**src/rtl/wb_forward_unit.sv**
```systemverilog
// Writer side of the 32x64 register file: MEM/WB pipeline registers, regfile write
// port, decode-operand bypass network and load-use hazard detection.
module wb_forward_unit #(
    parameter int         WIDTH    = 64,
    parameter logic [4:0] ZERO_REG = 5'd31
) (
    input  logic             clk,
    input  logic             reset,
    input  logic             ex_valid,
    input  logic             ex_regwrite,
    input  logic             ex_memtoreg,
    input  logic [4:0]       ex_dest,
    input  logic [WIDTH-1:0] ex_alu_result,
    input  logic [WIDTH-1:0] mem_load_data,
    input  logic [4:0]       rd_reg1,
    input  logic [4:0]       rd_reg2,
    input  logic [WIDTH-1:0] rf_data1,
    input  logic [WIDTH-1:0] rf_data2,
    output logic [WIDTH-1:0] op_data1,
    output logic [WIDTH-1:0] op_data2,
    output logic             stall,
    output logic [WIDTH-1:0] WriteData,
    output logic [4:0]       WriteRegister,
    output logic             RegWrite
);

    logic             ex_we;

    logic             m_we_q, m_we_d;
    logic             m_memtoreg_q, m_memtoreg_d;
    logic [4:0]       m_dest_q, m_dest_d;
    logic [WIDTH-1:0] m_alu_q, m_alu_d;
    logic [WIDTH-1:0] m_res;

    logic             w_we_q, w_we_d;
    logic [4:0]       w_dest_q, w_dest_d;
    logic [WIDTH-1:0] w_data_q, w_data_d;

    logic [4:0]       rd_reg  [2];
    logic [WIDTH-1:0] rf_data [2];
    logic [WIDTH-1:0] op_data [2];
    logic [1:0]       load_hit;

    // Writes to the hardwired-zero register are squashed here so they never forward.
    assign ex_we = ex_valid & ex_regwrite & (ex_dest != ZERO_REG);
    assign m_res = m_memtoreg_q ? mem_load_data : m_alu_q;

    always_comb begin
        m_we_d       = ex_we;
        m_memtoreg_d = ex_memtoreg;
        m_dest_d     = ex_dest;
        m_alu_d      = ex_alu_result;
        w_we_d       = m_we_q;
        w_dest_d     = m_dest_q;
        w_data_d     = m_res;
    end

    always_ff @(posedge clk) begin
        if (reset) begin
            m_we_q       <= 1'b0;
            m_memtoreg_q <= 1'b0;
            m_dest_q     <= ZERO_REG;
            m_alu_q      <= '0;
            w_we_q       <= 1'b0;
            w_dest_q     <= ZERO_REG;
            w_data_q     <= '0;
        end else begin
            m_we_q       <= m_we_d;
            m_memtoreg_q <= m_memtoreg_d;
            m_dest_q     <= m_dest_d;
            m_alu_q      <= m_alu_d;
            w_we_q       <= w_we_d;
            w_dest_q     <= w_dest_d;
            w_data_q     <= w_data_d;
        end
    end

    assign rd_reg[0]  = rd_reg1;
    assign rd_reg[1]  = rd_reg2;
    assign rf_data[0] = rf_data1;
    assign rf_data[1] = rf_data2;

    // Youngest producer wins; a load still in EX cannot supply data yet, so it stalls.
    always_comb begin
        load_hit = 2'b00;
        for (int n = 0; n < 2; n++) begin
            op_data[n] = rf_data[n];
            if (rd_reg[n] == ZERO_REG) begin
                op_data[n] = rf_data[n];
            end else if (ex_we && (ex_dest == rd_reg[n])) begin
                if (ex_memtoreg) begin
                    load_hit[n] = 1'b1;
                end else begin
                    op_data[n] = ex_alu_result;
                end
            end else if (m_we_q && (m_dest_q == rd_reg[n])) begin
                op_data[n] = m_res;
            end else if (w_we_q && (w_dest_q == rd_reg[n])) begin
                op_data[n] = w_data_q;
            end
        end
    end

    assign op_data1      = op_data[0];
    assign op_data2      = op_data[1];
    assign stall         = |load_hit;

    assign RegWrite      = w_we_q;
    assign WriteRegister = w_dest_q;
    assign WriteData     = w_data_q;

endmodule
```
**config.mk**
```make
export PLATFORM = sky130hd
export DESIGN_NAME = wb_forward_unit
export DESIGN_NICKNAME = d
export VERILOG_FILES = /design/src/rtl/wb_forward_unit.sv
export SDC_FILE = /design/constraint.sdc
export NUM_CORES = 1
export LEC_CHECK = 0
export CORE_AREA = 5 5 179 181
export CTS_CLUSTER_SIZE = 20
export DETAILED_ROUTE_END_ITERATION = 12
export DIE_AREA = 0 0 184 186
export PLACE_DENSITY = 0.76
export SYNTH_ARGS = -nofsm -noshare
export SYNTH_HDL_FRONTEND = slang
export SYNTH_SLANG_ARGS = --single-unit
export TNS_END_PERCENT = 20
```
**constraint.sdc**
```tcl
create_clock -name clk -period 3.6 [get_ports clk]
set_input_delay 0.36 -clock clk [delete_from_list [all_inputs] [get_ports clk]]
set_output_delay 0.36 -clock clk [all_outputs]
set_load 0.005 [all_outputs]
```
==> reports/metrics.cfg, run 1 <==
[run_status]
status=finished, final reports clean

[logic_synthesis]
syn_inst=1336
syn_area_um2=10200
synth_enable_flop_cells=0
synth-warning-count=0
synthArstFlopShare_pct=0
seq_area_frac_synth_pct=27.6
syn-num-nets=1612
synth-main-ff-cell=dfxtp_1
avgSynthCellArea_um2=7.64
synth_cell_types=30
yosys_register_bits=141

[worst_setup_path]
critPathMaxFanout=60
crit_family=buffers and inverters
crit_type=in2out
required_ns=3.24
max_stage_delay_ns=0.50
end_kind=primary output
cp-start-kind=input port
crit_path_cell_trace=clkdlybuf4s50_1 > buf_4 > xor2_1 > nor4_4 > buf_12 > buf_4 > a21boi_0 > o31ai_1 > a21oi_1 > clkdlybuf4s50_1
crit_buf_inv=5
cp_slowest_cell=clkdlybuf4s50_1
cp.arrival_ns=3.13

[routing]
drt_wl_total_mm=52.6
ant_nets=0
routedWlPerCell_um=24.4
drc=0
post_drt_via_cell_ratio=6.14
drt-initial-drc-count=1241
drt_pass1_iterations=5
vias=13200

[global_routing]
use_met3_pct=7.19
busiest_layer=met2
grt_overflow=0
met2_usage_pct=46.9
antenna_found_initial=3
grt_pass1_vias=13200
grt_pass1_wl_mm=76.9
grt_use_met1_pct=34.5
grt_use_total_pct=28.5
grt_max_degree=76

[final_layout]
syn_to_final_growth_pct=59.2
final.fill_count=2815
multi_input_area_um2=6790
drive_gt1_share_pct=7.68
fin_nets=2021
seqCellArea_um2=2830
layout_common_cells=clkdlybuf4s50_1, dfxtp_1, nand3_1
final_common_cell=clkdlybuf4s50_1

[sta]
fin_crit_sh_pct=96.9
tightest_slew_ns=0.786
clock_skew_ns=0.0162
maxSlewViolCount=0
layout_setup_ws_ns=0.112
hold_ws_ns=0.467
finalHoldViolCount=0
slew_headroom_pct=47.6
fin_crit_ns=3.49
fmax_ghz=0.287
final-setup-viol-count=0

[pwr]
pwr-share-clk_pct=35.3
ir_drop_uv=232
p_seq_share_pct=36.0
comb_power_share_pct=28.7
p_leak_nw=6.15
p_sw_mw=1.41
swShare_pct=29.7
powerDensity_nw_per_um2=291
internal-power_mw=3.32

[placed_design]
post-place-ws_ns=-0.137
io_buffer_count=474
dpl.hpwl_mm=36.3
place_congestion=0.979

[clocking]
cts-buffers-inserted=17
clockBufferDepth=2
insertion_delay_ns=0.41
h-tree-depth=4
clk_pin_slew_ns=0.07
root_buffer=clkbuf_16
cts_tree=built
cts.sinks=141
cts_hold_buf=0

[floorplan]
initial_core_util_pct=33.7
die_w_um=184
coreArea_um2=30300
die_y_um=186
ios=475
rows=64
die_area_um2=34200

[worst_hold_path]
min_path_type=in2reg

[flow_run]
max_cap_violations=0

metal layers:
metal	vias up	part of all wire, %
met2	946	47
met4	0	4.5
li1	5860	-
met3	158	11
met5	-	0
met1	6279	38
stage by stage:
| step | power, mW | utilization (%) | instance area [um2] | TNS [ns] | cells |
|---|---|---|---|---|---|
| 3_5_place_dp | 3.07 | 51.7 | 15700 | -3.66 | 2115 |
| 4_1_cts | 4.75 | 53.6 | 16200 | -0.000918 | 2148 |
| 5_1_grt | 4.93 | 53.7 | 16300 | -0.0139 | 2157 |
| 2_1_floorplan | 2.19 | - | 10200 | 0 | 1336 |
| 3_3_place_gp | 3.05 | 51.7 | 15700 | -0.628 | 2115 |
| 6_report | 4.73 | 53.7 | 16300 | 0 | 2157 |
Yosys cell counts (2+ instances only):
library cell | number | area share (%)
dfxtp_1 | 141 | 28
nand3_1 | 131 | 6.4
a21oi_1 | 130 | 6.4
and3_1 | 130 | 8.0
o22ai_1 | 128 | 7.8
o31ai_1 | 128 | 9.4
a21boi_0 | 124 | 9.1
buf_2 | 76 | 3.7
clkbuf_1 | 71 | 2.6
nor2_1 | 69 | 2.5
nor2b_1 | 67 | 4.1
mux2i_1 | 64 | 6.3
xor2_1 | 26 | 2.2
or2_2 | 10 | 0.61
and2_1 | 6 | 0.37
buf_1 | 6 | 0.22
a21boi_1 | 4 | 0.29
xnor2_1 | 4 | 0.34
nand2_1 | 3 | 0.11
a31oi_4 | 2 | 0.42
clkbuf_2 | 2 | 0.098
nand4_2 | 2 | 0.24
nor3_2 | 2 | 0.20
nor4_1 | 2 | 0.12
nor4_2 | 2 | 0.24
o21ba_2 | 2 | 0.20
logic make-up (layout without fill, tap and decap cells):
family / count (synthesis) / count (layout) / share of synthesized area, %
mux: 64 / 64 / 6.27
compound gates: 519 / 519 / 33.7
buf+inv: 156 / 576 / 6.73
flops: 141 / 141 / 27.6
xor+xnor: 30 / 30 / 2.57
other cells: 0 / 3 / 0
simple gates: 426 / 428 / 23.1
sequential cells by signal, indices dropped and copies added, names as in the netlist:
signal,count
RegWrite,1
WriteData,64
WriteRegister,5
m_alu_q,64
m_dest_q,5
m_memtoreg_q,1
m_we_q,1
layout make-up:
cell class,instances,area share [%]
Timing Repair Buffer,544,34.4
Clock inverter,13,0.654
Multi-Input combinational cell,1041,41.8
Antenna cell,3,0.0462
Clock buffer,19,2.72
Sequential cell,141,17.4
Tap cell,396,3.05
power groups by stage:
stage / sequential [mW] / clock, mW / combinational (mW)
after floorplan: 1.72 / 0 / 0.475
after global placement: 1.73 / 0 / 1.32
after detailed placement: 1.74 / 0 / 1.33
after CTS: 1.70 / 1.70 / 1.34
after global routing: 1.71 / 1.78 / 1.43
final: 1.70 / 1.67 / 1.36
worst paths after layout:
kind                                      end  cells past startpoint  slack [ns]         start
worst min register to register       RegWrite                      1        0.49        m_we_q
worst max-delay path             op_data2[10]                     10        0.11    rd_reg2[3]
worst max register to register  WriteData[51]                      3        1.90  m_memtoreg_q
worst min-delay path            WriteData[16]                      2        0.47         reset
timing repair:
action                                  CTS  global route
gates cloned                              1             1
resized for setup                         1             0
endpoints found under the setup margin   46            63
buffers inserted                          0             5
pin swaps                                 1             2
Note: power is estimated with default switching activity, not from simulation.
==> inputs of run 2 (changes only) <==
- CORE_AREA: 5 5 179 181 -> 5 5 180 182
- DIE_AREA: 0 0 184 186 -> 0 0 185 187
- PLACE_DENSITY: 0.76 -> 0.78
- clock period: 3.6 -> 3.1 ns (I/O delays scaled with it)
==> run 2 against run 1 <==
  * Clock skew fell by 0.0041 ns
  * Critical path type unchanged
  * Design area rose by 5.5%
  * Power rose by 23%
  * Worst hold slack got worse by 0.11 ns
  * Sequential power rose by 16%
  * Count of clock-buffer cells in the layout fell by 2
==> reports/metrics.cfg, run 2 (synthesis results as in run 1) <==
[worst_setup_path]
cp.arrival_ns=2.76
cp_slowest_cell=clkdlybuf4s50_1
critPathMaxFanout=14
cp-start-kind=input port
crit_type=in2out
max_stage_delay_ns=0.55
end_kind=primary output
required_ns=2.79
crit_path_cell_trace=clkdlybuf4s50_1 > buf_4 > xor2_1 > nor2_1 > buf_4 > a31oi_4 > buf_12 > bufbuf_16 > o22ai_1 > a21oi_1 > clkdlybuf4s50_1

[sta]
fmax_ghz=0.325
final-setup-viol-count=0
fin_crit_sh_pct=99.2
finalHoldViolCount=0
maxSlewViolCount=0
clock_skew_ns=0.0121
tightest_slew_ns=0.724
tns_ns=0
rsz0062_at_grt=yes
slew_headroom_pct=51.8
fin_crit_ns=3.07

[routing]
post_drt_via_cell_ratio=6.24
ant_nets=0
drc=0
routedWlPerCell_um=25.4
drt_pass1_iterations=6
drt-initial-drc-count=1337
drt_wl_total_mm=55.8
vias=13700

[clocking]
insertion_delay_ns=0.42
h-tree-depth=4
clockBufferDepth=2
cts-buffers-inserted=17
cts_hold_buf=0
clk_pin_slew_ns=0.07
cts.sinks=141
cts_tree=built
root_buffer=clkbuf_16

[pwr]
internal-power_mw=4.06
p_seq_share_pct=34.1
power.total_mw=5.80
pwr-share-clk_pct=37.7
comb_power_share_pct=28.3
powerDensity_nw_per_um2=338
swShare_pct=30.0
p_leak_nw=7.03
ir_drop_uv=274
p_sw_mw=1.74

[floorplan]
rows=64
ios=475
die_y_um=187
die_w_um=185
initial_core_util_pct=33.6
coreArea_um2=30400
die_area_um2=34600

[global_routing]
grt_use_total_pct=29.5
antenna_found_initial=7
grt_overflow=0
grt_max_degree=79
grt_pass1_vias=14100
grt_pass1_wl_mm=80.7

[placed_design]
place_congestion=0.988
dpl.hpwl_mm=37.6
io_buffer_count=474
dp_cells=2141
placed_cell_area_um2=16000

[final_layout]
syn_to_final_growth_pct=67.9
drive_gt1_share_pct=10.5
fin_nets=2059
layout_common_cells=clkdlybuf4s50_1, dfxtp_1, nand3_1
final_area_um2=17200
final_common_cell=clkdlybuf4s50_1
final_cells=2198

[run_status]
status=finished, final reports clean

[flow_run]
max_cap_violations=0

[worst_hold_path]
min_path_type=in2reg

run 2: timing repair:
action,in CTS,in global routing
setup endpoints to repair,86,118
setup buffers,6,4
resized for setup,19,68
pin swaps,12,51
cloned,5,4
run 2: metrics by stage:
stage          setup WS, ns  hold slack, ns  utilization, %
2_1_floorplan          1.26           0.417               -
3_3_place_gp         -0.186           0.489            52.5
3_5_place_dp         -0.151           0.500            52.5
4_1_cts             -0.0116           0.362            55.3
5_1_grt             -0.0419           0.370            56.3
6_report             0.0251           0.356            56.4
run 2: worst paths after layout:
| check | from | end | slack, ns | depth (start not counted) |
|---|---|---|---|---|
| max reg2reg | m_memtoreg_q | WriteData[55] | 1.78 | 3 |
| min reg2reg | m_we_q | RegWrite | 0.51 | 1 |
| max | rd_reg2[1] | op_data2[0] | 0.03 | 11 |
| min | reset | WriteData[13] | 0.36 | 3 |
run 2: power by group through the flow:
stage | logic, mW | clock network, mW | registers (mW)
final | 1.64 | 2.18 | 1.98
after global routing | 1.72 | 2.31 | 1.99
after CTS | 1.62 | 2.23 | 1.97
after detailed placement | 1.58 | 0 | 2.01
after global placement | 1.56 | 0 | 2.01
after floorplan | 0.552 | 0 | 1.99
run 2: final cells by class:
type	instances	area [um2]
antenna	6	15.0
clock buffer	17	425
clock inverter	15	189
fill	2780	13300
multi-input combinational	1039	6830
sequential	141	2830
tap	396	495
timing repair buffer	584	6360
run 2: worst max-delay path: cells and delay by family:
| kind | cells | cell delay [ns] |
|---|---|---|
| AOI/OAI and AO/OA | 3 | 0.39 |
| xor gates and xnor gates | 1 | 0.15 |
| buffers and inverters | 6 | 1.83 |
| and+or+nand+nor | 1 | 0.08 |
run 2: layer usage:
layer / GRT usage (%) / share of wire [%] / wire length, um / vias to the layer above
met5: 0 / 0.048 / 27 / -
met3: 7.78 / 11 / 6290 / 235
li1: - / - / - / 5937
met2: 48.5 / 47 / 26000 / 1100
met4: 16.1 / 5.8 / 3210 / 4
met1: 34.7 / 36 / 20300 / 6444
==> inputs of run 3 (changes only) <==
- CORE_AREA: 5 5 180 182 -> unset
- CORE_MARGIN: unset -> 5
- CORE_UTILIZATION: unset -> 30
- DIE_AREA: 0 0 185 187 -> unset
- PLACE_DENSITY: 0.78 -> 0.72
==> run 3 against run 2 <==
  * Routed wire length decreased by 0.98%
  * Critical endpoint is now op_data2[20]
  * Global-route usage decreased by 2.4 points
  * Critical path depth unchanged
  * Design area increased by 0.50%
  * Via count decreased by 1.5%
  * Combinational power about the same
  * Count of clock-buffer cells in the layout increased by 4
  * Largest power group unchanged
  * Cell count increased by 2.4%
  * Largest cell class unchanged
==> reports/metrics.cfg, run 3 (synthesis results as in run 1) <==
[clocking]
h-tree-depth=4
root_buffer=clkbuf_16
clk_pin_slew_ns=0.06
cts-buffers-inserted=17
cts.sinks=141
clockBufferDepth=2
cts_tree=built
insertion_delay_ns=0.43

[floorplan]
coreArea_um2=33500
ios=475
die_y_um=195
die_area_um2=37800
initial_core_util_pct=30.5
die_w_um=195
rows=67

[pwr]
powerDensity_nw_per_um2=340
p_leak_nw=6.91
internal-power_mw=4.22
pwr-share-clk_pct=38.6
ir_drop_uv=370
p_sw_mw=1.65
swShare_pct=28.1
comb_power_share_pct=27.8
p_seq_share_pct=33.6

[sta]
maxSlewViolCount=0
fin_crit_sh_pct=98.4
finalHoldViolCount=0
fmax_ghz=0.328
hold_ws_ns=0.228
rsz0062_at_grt=yes
layout_setup_ws_ns=0.0481
fin_crit_ns=3.05
final-setup-viol-count=0
slew_headroom_pct=60.2
tightest_slew_ns=0.597
clock_skew_ns=0.0170

[final_layout]
seqCellArea_um2=2830
fin_nets=2065
multi_input_area_um2=6850
final_common_cell=clkdlybuf4s50_1
layout_common_cells=clkdlybuf4s50_1, dfxtp_1, nand3_1
syn_to_final_growth_pct=68.8
final_util_pct=51.4
drive_gt1_share_pct=10.8
final_cells=2251
final.fill_count=3103

[worst_setup_path]
critPathMaxFanout=16
end_kind=primary output
worstReg2RegEnd=WriteData[50]
reg2reg_slack_ns=1.64
required_ns=2.79
reg2reg_depth=3
cp.arrival_ns=2.74
rr_startpoint=m_memtoreg_q
crit_start=ex_dest[3]
crit_type=in2out
cp-start-kind=input port

[global_routing]
grt_max_degree=76
grt_use_total_pct=27.1
grt_use_met1_pct=32.7
grt_overflow=0
grt_pass1_wl_mm=81.9
use_met3_pct=6.58
antenna_found_initial=7
grt_pass1_vias=13600
busiest_layer=met2
met2_usage_pct=44.7

[placed_design]
place_congestion=0.972
dpl.hpwl_mm=38.6
io_buffer_count=474
post-place-ws_ns=-0.212
dp_cells=2199

[run_status]
status=finished, final reports clean

[routing]
drc=0
drt_wl_total_mm=55.3
post_drt_via_cell_ratio=6.00
drt_pass1_iterations=6
vias=13500
routedWlPerCell_um=24.5
drt-initial-drc-count=1230
ant_nets=0

[worst_hold_path]
min_to=WriteData[54]
hold_path.startpoint=reset
min_path_type=in2reg
holdPathStages=2

[flow_run]
max_cap_violations=0

## run 3: worst max-delay path: stages
cell	delay, ns
clkdlybuf4s50_1	0.52
buf_4	0.17
xor2_2	0.14
nor3_2	0.06
buf_4	0.15
a31oi_4	0.22
buf_12	0.20
o22ai_1	0.10
a21oi_1	0.17
buf_4	0.17
clkdlybuf4s50_1	0.51
## run 3: metal layers
layer  wire, um  up-vias
met2      25300     1030
met3       5750      200
li1           -     5942
met5         47        -
met1      21100     6332
met4       3100       10
## run 3: metrics by stage
stage / power (mW) / cell area (um2) / setup TNS [ns]
after floorplan: 2.55 / 10200 / 0
after detailed placement: 3.60 / 16100 / -10.09
final: 5.87 / 17200 / 0
after global routing: 6.09 / 17200 / -0.560
after global placement: 3.59 / 16100 / -5.11
after CTS: 5.89 / 16900 / 0
## run 3: cell type report
class	count	area share, %
Antenna cell	2	0.0290
Clock buffer	21	2.67
Timing Repair Buffer	590	37.0
Multi-Input combinational cell	1039	39.7
Sequential cell	141	16.4
Clock inverter	10	0.951
Tap cell	448	3.25
## run 3: worst max-delay path by stage
stage / slack [ns] / cells after the start / to
final: 0.05 / 11 / op_data2[20]
after floorplan: 1.26 / 7 / op_data2[10]
after global placement: -0.17 / 9 / op_data2[42]
after detailed placement: -0.21 / 9 / op_data2[42]
after global routing: -0.05 / 9 / op_data1[47]
after CTS: 0.002 / 8 / op_data2[63]
## run 3: power by group through the flow
| stage | clock (mW) | sequential, mW | combinational (mW) |
|---|---|---|---|
| after floorplan | 0 | 1.99 | 0.552 |
| after global placement | 0 | 2.01 | 1.58 |
| after detailed placement | 0 | 2.01 | 1.59 |
| after CTS | 2.31 | 1.97 | 1.61 |
| after global routing | 2.39 | 1.98 | 1.72 |
| final | 2.26 | 1.97 | 1.63 |
## run 3: what timing repair did
action	4_1_cts	5_1_grt
gates resized for setup	20	52
setup endpoints to repair	128	118
gates cloned	1	5
hold buffers	0	0
buffers inserted	4	9
endpoints found under the hold margin	0	0
pin swaps	8	44
